===== config.mk =====
export PLATFORM = sky130hd
export DESIGN_NAME = div_unit_flat
export DESIGN_NICKNAME = d
export VERILOG_FILES = /design/src/rtl/div_unit_if.sv /design/src/rtl/div_unit.sv /design/src/flat_wrapper.sv
export SDC_FILE = /design/constraint.sdc
export NUM_CORES = 1
export LEC_CHECK = 0
export ABC_CLOCK_PERIOD_IN_PS = 4300
export CELL_PAD_IN_SITES_DETAIL_PLACEMENT = 1
export CELL_PAD_IN_SITES_GLOBAL_PLACEMENT = 1
export CORE_MARGIN = 4
export CORE_UTILIZATION = 43
export CTS_CLUSTER_SIZE = 20
export DETAILED_ROUTE_END_ITERATION = 7
export PLACE_DENSITY = 0.82
export SKIP_CTS_REPAIR_TIMING = 1
export SLEW_MARGIN = 40
export SYNTH_ARGS = -nofsm -noshare
export SYNTH_HDL_FRONTEND = slang
export SYNTH_SLANG_ARGS = --single-unit

===== constraint.sdc =====
create_clock -name clk -period 4.3 [get_ports clk]
set_input_delay 0.86 -clock clk [delete_from_list [all_inputs] [get_ports clk]]
set_output_delay 0.86 -clock clk [all_outputs]
set_load 0.01 [all_outputs]

===== src/rtl/div_unit_if.sv =====
// div_unit_if: request/response bundle between the E stage and the
// multi-cycle divider. The pipeline side uses the master modport, the
// divider uses the slave modport.
interface div_unit_if;
    logic        start_i;
    logic        signed_i;
    logic [31:0] a_i;
    logic [31:0] b_i;
    logic        cancel_i;
    logic [31:0] hi_o;
    logic [31:0] lo_o;
    logic        ready_o;
    logic        busy_o;
    logic        stall_o;

    modport master (
        output start_i, signed_i, a_i, b_i, cancel_i,
        input  hi_o, lo_o, ready_o, busy_o, stall_o
    );

    modport slave (
        input  start_i, signed_i, a_i, b_i, cancel_i,
        output hi_o, lo_o, ready_o, busy_o, stall_o
    );
endinterface


===== src/rtl/div_unit.sv =====
// div_unit: 32-bit restoring divider for DIV/DIVU, one quotient bit per
// cycle. HI receives the remainder, LO the quotient. 33 cycles from the
// accepted start to the ready pulse; stall_o holds the front of the pipe.
// Build option: define DIV_SIGNED_EN to build the signed (DIV) path; without
// it signed_i is ignored and every operation is DIVU.
module div_unit (
    input  logic       clk,
    input  logic       rst,
    div_unit_if.slave  bus
);
    typedef enum logic [1:0] {
        IDLE = 2'd0,
        DIV  = 2'd1,
        DONE = 2'd2
    } state_t;

    state_t      state_r;
    state_t      nextState_s;
    logic [63:0] remQuo_r;
    logic [63:0] remQuoNext_s;
    logic [31:0] divisor_r;
    logic [31:0] dividendOrig_r;
    logic        divZero_r;
    logic [4:0]  count_r;
    logic [32:0] trial_s;
    logic [31:0] opA_s;
    logic [31:0] opB_s;
    logic [31:0] quoRes_s;
    logic [31:0] remRes_s;
    logic [31:0] hi_r;
    logic [31:0] lo_r;
    logic        ready_r;
    logic        busy_r;

`ifdef DIV_SIGNED_EN
    logic quoNeg_r;
    logic remNeg_r;
    logic quoNegIn_s;
    logic remNegIn_s;

    // Two's-complement negate when neg is set; |0x80000000| stays 0x80000000.
    function automatic logic [31:0] condNeg(input logic [31:0] v, input logic neg);
        if (neg) begin
            condNeg = 32'd0 - v;
        end else begin
            condNeg = v;
        end
    endfunction

    // Operand magnitudes and result signs captured at start.
    always_comb begin
        quoNegIn_s = bus.signed_i & (bus.a_i[31] ^ bus.b_i[31]);
        remNegIn_s = bus.signed_i & bus.a_i[31];
        opA_s      = condNeg(bus.a_i, remNegIn_s);
        opB_s      = condNeg(bus.b_i, bus.signed_i & bus.b_i[31]);
    end
`else
    logic unusedSigned_s;
    assign unusedSigned_s = bus.signed_i;

    // Unsigned-only build: operands pass through untouched.
    always_comb begin
        opA_s = bus.a_i;
        opB_s = bus.b_i;
    end
`endif

    // One restoring step: shift {rem,quo} left, trial-subtract on 33 bits.
    always_comb begin
        trial_s = remQuo_r[63:31] - {1'b0, divisor_r};
        if (!trial_s[32]) begin
            remQuoNext_s = {trial_s[31:0], remQuo_r[30:0], 1'b1};
        end else begin
            remQuoNext_s = {remQuo_r[62:0], 1'b0};
        end
    end

    // Final HI/LO values, written on the transition into DONE.
    always_comb begin
        if (divZero_r) begin
            quoRes_s = 32'hFFFF_FFFF;
            remRes_s = dividendOrig_r;
        end else begin
`ifdef DIV_SIGNED_EN
            quoRes_s = condNeg(remQuoNext_s[31:0], quoNeg_r);
            remRes_s = condNeg(remQuoNext_s[63:32], remNeg_r);
`else
            quoRes_s = remQuoNext_s[31:0];
            remRes_s = remQuoNext_s[63:32];
`endif
        end
    end

    // Next-state logic; cancel forces IDLE from any state.
    always_comb begin
        nextState_s = state_r;
        if (bus.cancel_i) begin
            nextState_s = IDLE;
        end else begin
            case (state_r)
                IDLE:    nextState_s = bus.start_i ? DIV : IDLE;
                DIV:     nextState_s = (count_r == 5'd31) ? DONE : DIV;
                DONE:    nextState_s = IDLE;
                default: nextState_s = IDLE;
            endcase
        end
    end

    // State register.
    always_ff @(posedge clk or negedge rst) begin
        if (!rst) begin
            state_r <= IDLE;
        end else begin
            state_r <= nextState_s;
        end
    end

    // Working registers: operand latch in IDLE, one iteration per DIV cycle.
    always_ff @(posedge clk or negedge rst) begin
        if (!rst) begin
            remQuo_r       <= 64'd0;
            divisor_r      <= 32'd0;
            dividendOrig_r <= 32'd0;
            divZero_r      <= 1'b0;
            count_r        <= 5'd0;
`ifdef DIV_SIGNED_EN
            quoNeg_r       <= 1'b0;
            remNeg_r       <= 1'b0;
`endif
        end else begin
            case (state_r)
                IDLE: begin
                    if (nextState_s == DIV) begin
                        remQuo_r       <= {32'd0, opA_s};
                        divisor_r      <= opB_s;
                        dividendOrig_r <= bus.a_i;
                        divZero_r      <= (bus.b_i == 32'd0);
                        count_r        <= 5'd0;
`ifdef DIV_SIGNED_EN
                        quoNeg_r       <= quoNegIn_s;
                        remNeg_r       <= remNegIn_s;
`endif
                    end
                end
                DIV: begin
                    remQuo_r <= remQuoNext_s;
                    count_r  <= count_r + 5'd1;
                end
                default: begin
                    count_r <= count_r;
                end
            endcase
        end
    end

    // Registered outputs; HI/LO only change when a result completes.
    always_ff @(posedge clk or negedge rst) begin
        if (!rst) begin
            hi_r    <= 32'd0;
            lo_r    <= 32'd0;
            ready_r <= 1'b0;
            busy_r  <= 1'b0;
        end else begin
            ready_r <= (nextState_s == DONE);
            busy_r  <= (nextState_s == DIV);
            if ((state_r == DIV) && (nextState_s == DONE)) begin
                hi_r <= remRes_s;
                lo_r <= quoRes_s;
            end
        end
    end

    assign bus.hi_o    = hi_r;
    assign bus.lo_o    = lo_r;
    assign bus.ready_o = ready_r;
    assign bus.busy_o  = busy_r;
    assign bus.stall_o = bus.start_i & ~bus.cancel_i & (state_r != DONE);
endmodule


===== src/flat_wrapper.sv =====
// flat-port wrapper written by rule: the top's interface ports become plain ports
module div_unit_flat 
  (clk, rst, bus_start_i, bus_signed_i, bus_a_i, bus_b_i, bus_cancel_i, bus_hi_o, bus_lo_o, bus_ready_o, bus_busy_o, bus_stall_o);
  div_unit_if bus_i ();
  input  logic clk;
  input  logic rst;
  input wire logic [$bits(bus_i.start_i)-1:0] bus_start_i;
  input wire logic [$bits(bus_i.signed_i)-1:0] bus_signed_i;
  input wire logic [$bits(bus_i.a_i)-1:0] bus_a_i;
  input wire logic [$bits(bus_i.b_i)-1:0] bus_b_i;
  input wire logic [$bits(bus_i.cancel_i)-1:0] bus_cancel_i;
  output wire logic [$bits(bus_i.hi_o)-1:0] bus_hi_o;
  output wire logic [$bits(bus_i.lo_o)-1:0] bus_lo_o;
  output wire logic [$bits(bus_i.ready_o)-1:0] bus_ready_o;
  output wire logic [$bits(bus_i.busy_o)-1:0] bus_busy_o;
  output wire logic [$bits(bus_i.stall_o)-1:0] bus_stall_o;
  assign bus_i.start_i = bus_start_i;
  assign bus_i.signed_i = bus_signed_i;
  assign bus_i.a_i = bus_a_i;
  assign bus_i.b_i = bus_b_i;
  assign bus_i.cancel_i = bus_cancel_i;
  assign bus_hi_o = bus_i.hi_o;
  assign bus_lo_o = bus_i.lo_o;
  assign bus_ready_o = bus_i.ready_o;
  assign bus_busy_o = bus_i.busy_o;
  assign bus_stall_o = bus_i.stall_o;
  div_unit u_core (.clk(clk), .rst(rst), .bus(bus_i));
endmodule

======== After elaboration in Yosys (flattened, before gate mapping) ========
Index checks and enable logic that the tools add are counted.
storage, ports and cells
  bits in registers ....................... 202
  bits in latches ......................... 0
  memory bits (writable) .................. 0
  ROM bits ................................ 0
  input port bits ......................... 69
  output and inout port bits .............. 67
  word-level logic and storage cells ...... 38
  memories kept ........................... 0
operators by class
  $add $sub $neg .......................... 2
  multiply operators ...................... 0
  divide/modulo/power cells ............... 0
  order comparisons ....................... 0
  eq/ne operators ......................... 6
  shift-type cells ........................ 0
  multiplexer cells ....................... 11
  bitwise logic cells ..................... 3
  reductions and logical operators ........ 6
operators with widths
  cell                                                    count
  2-to-1 mux 64 bit                                       2
  case mux 64 bit (2 select lines)                        1
  2-to-1 mux 32 bit                                       2
  subtractor 33 x 32 -> 33 bit                            1
  zero test 32 bit                                        1
  case mux 5 bit (2 select lines)                         1
  adder 5 x 1 -> 5 bit (second input constant)            1
  == test 5 bit (second input constant)                   1
  2-to-1 mux 5 bit                                        1
  == test 2 x 1 -> 1 bit (second input constant)          2
  2-to-1 mux 2 bit                                        2
  case mux 2 bit (2 select lines)                         1
  AND reduction 2 bit                                     2
  AND 1 bit                                               2
  == test 2 bit (second input constant)                   1
  zero test 2 bit                                         1
  inequality test 2 x 1 -> 1 bit (second input constant)  1
  inequality test 2 bit (second input constant)           1
  nonzero test 2 bit                                      1
  logical AND 1 bit                                       1
  2-to-1 mux 1 bit                                        1
  NOT 1 bit                                               1

======== Depth between registers and ports, before layout ========
  depth in word-level cells ............... 7
  mapped depth ............................ 14
  depth with buffers taken out ............ 13

======== Worst setup path before layout ========
Ideal clock, no wire load.
  path kind ............................... register to register
  from .................................... reg u_core.remQuo_r[31]
  to ...................................... reg u_core.remQuo_r[46]
  setup time .............................. 121 ps
  data arrival time ....................... 3074 ps
  data required time ...................... 4179 ps
  setup slack ............................. 1105 ps
  cell stages (with the launch flop) ...... 14
  buffers on the path ..................... 0
  clock period less this slack ............ 3195 ps
  cell sequence ........................... dfrtp_1 inv_1 ha_1 inv_1 fa_1 a211oi_2 o21ai_2 o211a_4 o2111ai_4 a31oi_2 nand2b_4 a41o_4 a221o_1 a22o_1
between the ends
  longest elaborated chain between the ends .. 3
RTL lines
  what                              RTL line         text
  start: declaration                div_unit.sv:19   logic [63:0] remQuo_r;
  start signal: assignment          div_unit.sv:134  remQuo_r <= {32'd0, opA_s};
  start signal: assignment          div_unit.sv:146  remQuo_r <= remQuoNext_s;
  subtractor 33 x 32 -> 33 bit      div_unit.sv:70   trial_s = remQuo_r[63:31] - {1'b0, divisor_r};
  2-to-1 mux 64 bit                 div_unit.sv:71   if (!trial_s[32]) begin
  case mux 64 bit (2 select lines)  div_unit.sv:131  case (state_r)
Every way passes these cells.
A chain may end at the register's enable or synchronous reset.

======== Worst setup path in the final report ========
Ends and elaborated chain as after synthesis.

==> key figures <==
Run status
  • Outcome: completed

Power
  • Combinational share of power: 48.2%
  • Switching power: 3.89 mW
  • Internal power: 5.15 mW
  • Peak VDD IR: 364 uV
  • Flop pwr share: 29.1%
  • Power Density: 680 nW/um^2
  • Clock network power share: 22.7%
  • Switch share: 43.0%
  • Leak Pwr: 6.23 nW

Synthesis
  • Post-Syn Area: 10900 um^2
  • EDFF count, synth: 0
  • Synth area leaders: dfrtp_1 46%, nand2_1 11%, o21ai_0 7.0%, ha_1 3.9%, nand3_1 3.2%
  • Synth area leader: dfrtp_1
  • FF+latch count, synth: 202
  • Synthesis Warnings: 0
  • Post-Synthesis Cells: 1262
  • Synth Area per Inst: 8.62 um^2
  • Asr flop ratio synth: 100%
  • Net Count, Synth: 1366
  • Top cell type's share of synthesized area: 46.4%
  • Main synth FF type: dfrtp_1
  • Register area share after synthesis: 46.4%
  • Synth unique cells: 67

STA
  • Period utilization: 88.9%
  • Setup TNS: 0 ns
  • Worst slew pin tran: 0.791 ns
  • Final Critical Period: 3.82 ns
  • Final hold violation count: 0
  • RSZ-0062 raised after global routing: false
  • Final Max Slew Viols: 0
  • Clock Skew: 0.00981 ns
  • Max Fclk: 262 MHz
  • Final setup fails: 0
  • Slew Limit Headroom: 46.9%

Place
  • Hpwl dp: 24200 um
  • GP Congestion: 0.850
  • Port Buffer Count: 134

Clock tree
  • Clock transition at path regs: 0.06 ns
  • Buffer levels on the longest clock path: 3
  • Clk_lat worst skew: 0.53 ns
  • H-tree levels: 1
  • CTS tree: yes
  • Clock sinks: 202
  • Total CTS buffers: 24
  • CTS Root Cell: clkbuf_16

Routing
  • DRC violations left: 0
  • Drt pass-1 iters: 5
  • Initial DRC count: 728
  • Via density: 5.79
  • Vias: 9852
  • Antenna-violating nets left: 0
  • Routed len/inst: 20.6 um
  • DRT Wirelength: 35100 um

Critical path
  • CP max-delay cell: a211oi_1
  • Crit path launch type: flip-flop
  • CP endpoint kind: flip-flop
  • Critical Path RT: 4.76 ns
  • Critical path cell sequence: inv_1 -> ha_1 -> inv_1 -> fa_1 -> a211oi_2 -> o21ai_2 -> o211a_4 -> o2111ai_4 -> a31oi_2 -> a211oi_1 -> a21o_2 -> a221o_1 -> a22o_1
  • Top Family by Delay on Critical Path: compound AO/OA/AOI/OAI gates
  • Critical path fanouts, max: 16
  • Worst setup path class: reg2reg
  • Crit path top cell by count: inv_1
  • Critical path's largest stage delay: 0.51 ns
  • CP Buf/Inv Count: 2
  • Worst path arrival time: 4.28 ns

Floorplan
  • Die footprint: 27900 um^2
  • Cell Rows: 57
  • Die W: 167 um
  • Initial Util: 44.2%
  • Placeable Area: 24600 um^2
  • Die H: 167 um
  • I/O pin total: 136

Flow run
  • Maxcap violations: 0

Hold path
  • Min-Delay Path Class: in2async

Global routing
  • Gr ovfl total: 0
  • Vias in the first global route: 10500
  • Initial antenna violation count: 1
  • First-pass GRT wire length: 57200 um
  • Tot GR Track Use: 24.9%
  • Largest net degree at the start of global routing: 109

Final layout
  • Nets: 1466
  • Layout cells sized above 1: 7.04%
  • Layout area overhead: 22.1%
  • Final core utilization: 54.0%
  • # fillers: 2888
## power by group through the flow
stage / clock [mW] / combinational, mW / sequential [mW]
floorplan: 0 / 3.14 / 2.54
global placement: 0 / 4.14 / 2.63
detailed placement: 0 / 4.28 / 2.65
CTS: 2.08 / 4.32 / 2.62
global route: 2.17 / 4.82 / 2.67
finish: 2.05 / 4.36 / 2.63
## through the flow
| stage | power (mW) | hold slack, ns | area, um^2 | setup slack (ns) | cells |
|---|---|---|---|---|---|
| final | 9.04 | 0.253 | 13300 | 0.479 | 1703 |
| after detailed placement | 6.92 | 0.459 | 12500 | 0.500 | 1660 |
| after global routing | 9.66 | 0.329 | 13300 | 0.289 | 1703 |
| after global placement | 6.76 | 0.450 | 12500 | 0.578 | 1660 |
| after CTS | 9.03 | 0.330 | 13300 | 0.496 | 1702 |
| after floorplan | 5.68 | 0.438 | 10900 | 1.11 | 1262 |
## layout by cell type, fill, tap and decap left out, types with 3 or more instances in the layout
master / n
clkinv_2: 8
o211ai_1: 6
dfrtp_1: 202
inv_1: 45
a21oi_1: 67
or3_1: 4
a22oi_1: 3
a221o_2: 4
nand4_1: 5
ha_1: 34
clkdlybuf4s50_1: 133
xnor2_1: 15
a21boi_0: 3
a221oi_2: 10
a211oi_1: 12
a21o_1: 21
nand3_1: 70
a31oi_1: 7
buf_4: 17
o31ai_1: 12
nand2b_1: 8
clkbuf_16: 25
o21ai_0: 152
a21o_2: 4
o2bb2ai_1: 3
nor2b_1: 4
nor2_1: 39
and2_1: 3
mux2i_1: 7
xor2_1: 13
clkbuf_8: 5
a221oi_1: 26
nand2_1: 309
o21a_1: 3
nor4_1: 11
nor3_1: 11
and3_1: 30
## path summary, 6_finish.rpt
kind                            slack [ns]                    to  cells after the start                 from
worst min-delay path                  0.25  u_core.divisor_r[17]                      1                  rst
worst max-delay path                  0.48   u_core.remQuo_r[46]                     13  u_core.remQuo_r[31]
worst min register to register        0.47    u_core.bus.lo_o[5]                      2   u_core.bus.lo_o[5]
max in group asynchronous             3.22   u_core.remQuo_r[18]                      2                  rst
worst max register to register        0.48   u_core.remQuo_r[46]                     13  u_core.remQuo_r[31]
min in group clk                      0.47    u_core.bus.lo_o[5]                      2   u_core.bus.lo_o[5]
## per-layer routing
metal	global-route usage [%]	part of all wire (%)
met5	0	0
met4	8.22	3.1
met3	2.45	3.6
met2	43.4	50
met1	32.6	44
## cells in the mapped netlist, drive strengths merged, types with 25 or more instances
library cell and count:
a21o 25, a21oi 67, a221oi 36, and3 30, clkbuf 66, dfrtp 202, ha 34, inv 45
nand2 310, nand3 70, nor2 42, o21ai 153
## registers in the layout (all words and copies together), names as in the netlist
signal / flops
u_core.remQuo_r: 64
u_core.bus.lo_o: 32
u_core.count_r: 5
u_core.bus.busy_o: 1
u_core.bus.hi_o: 32
u_core.divZero_r: 1
u_core.divisor_r: 32
u_core.state_r: 2
u_core.dividendOrig_r: 32
u_core.bus.ready_o: 1
## cell families (layout without fill, tap and decap cells)
| kind of cell | Yosys count | count (layout) | share of synthesized area (%) |
|---|---|---|---|
| fa+ha+maj | 35 | 35 | 4.09 |
| simple gates | 508 | 508 | 20.4 |
| mux | 7 | 7 | 0.644 |
| flops | 202 | 202 | 46.4 |
| other cells | 0 | 1 | 0 |
| buf+inv | 123 | 239 | 4.46 |
| xor+xnor | 28 | 28 | 2.25 |
| compound gates | 359 | 359 | 21.7 |
## area by class of cell
| class | instances | area (um^2) | share of cell area (%) |
|---|---|---|---|
| Clock buffer | 31 | 677 | 5.09 |
| Clock inverter | 11 | 116 | 0.876 |
| Multi-Input combinational cell | 937 | 5360 | 40.3 |
| Sequential cell | 202 | 5050 | 38.0 |
| Inverter | 45 | 169 | 1.27 |
| Antenna cell | 1 | 2.50 | 0.0188 |
| Timing Repair Buffer | 152 | 1500 | 11.3 |
| Tap cell | 324 | 405 | 3.05 |
(Power assumes the default switching activity.)
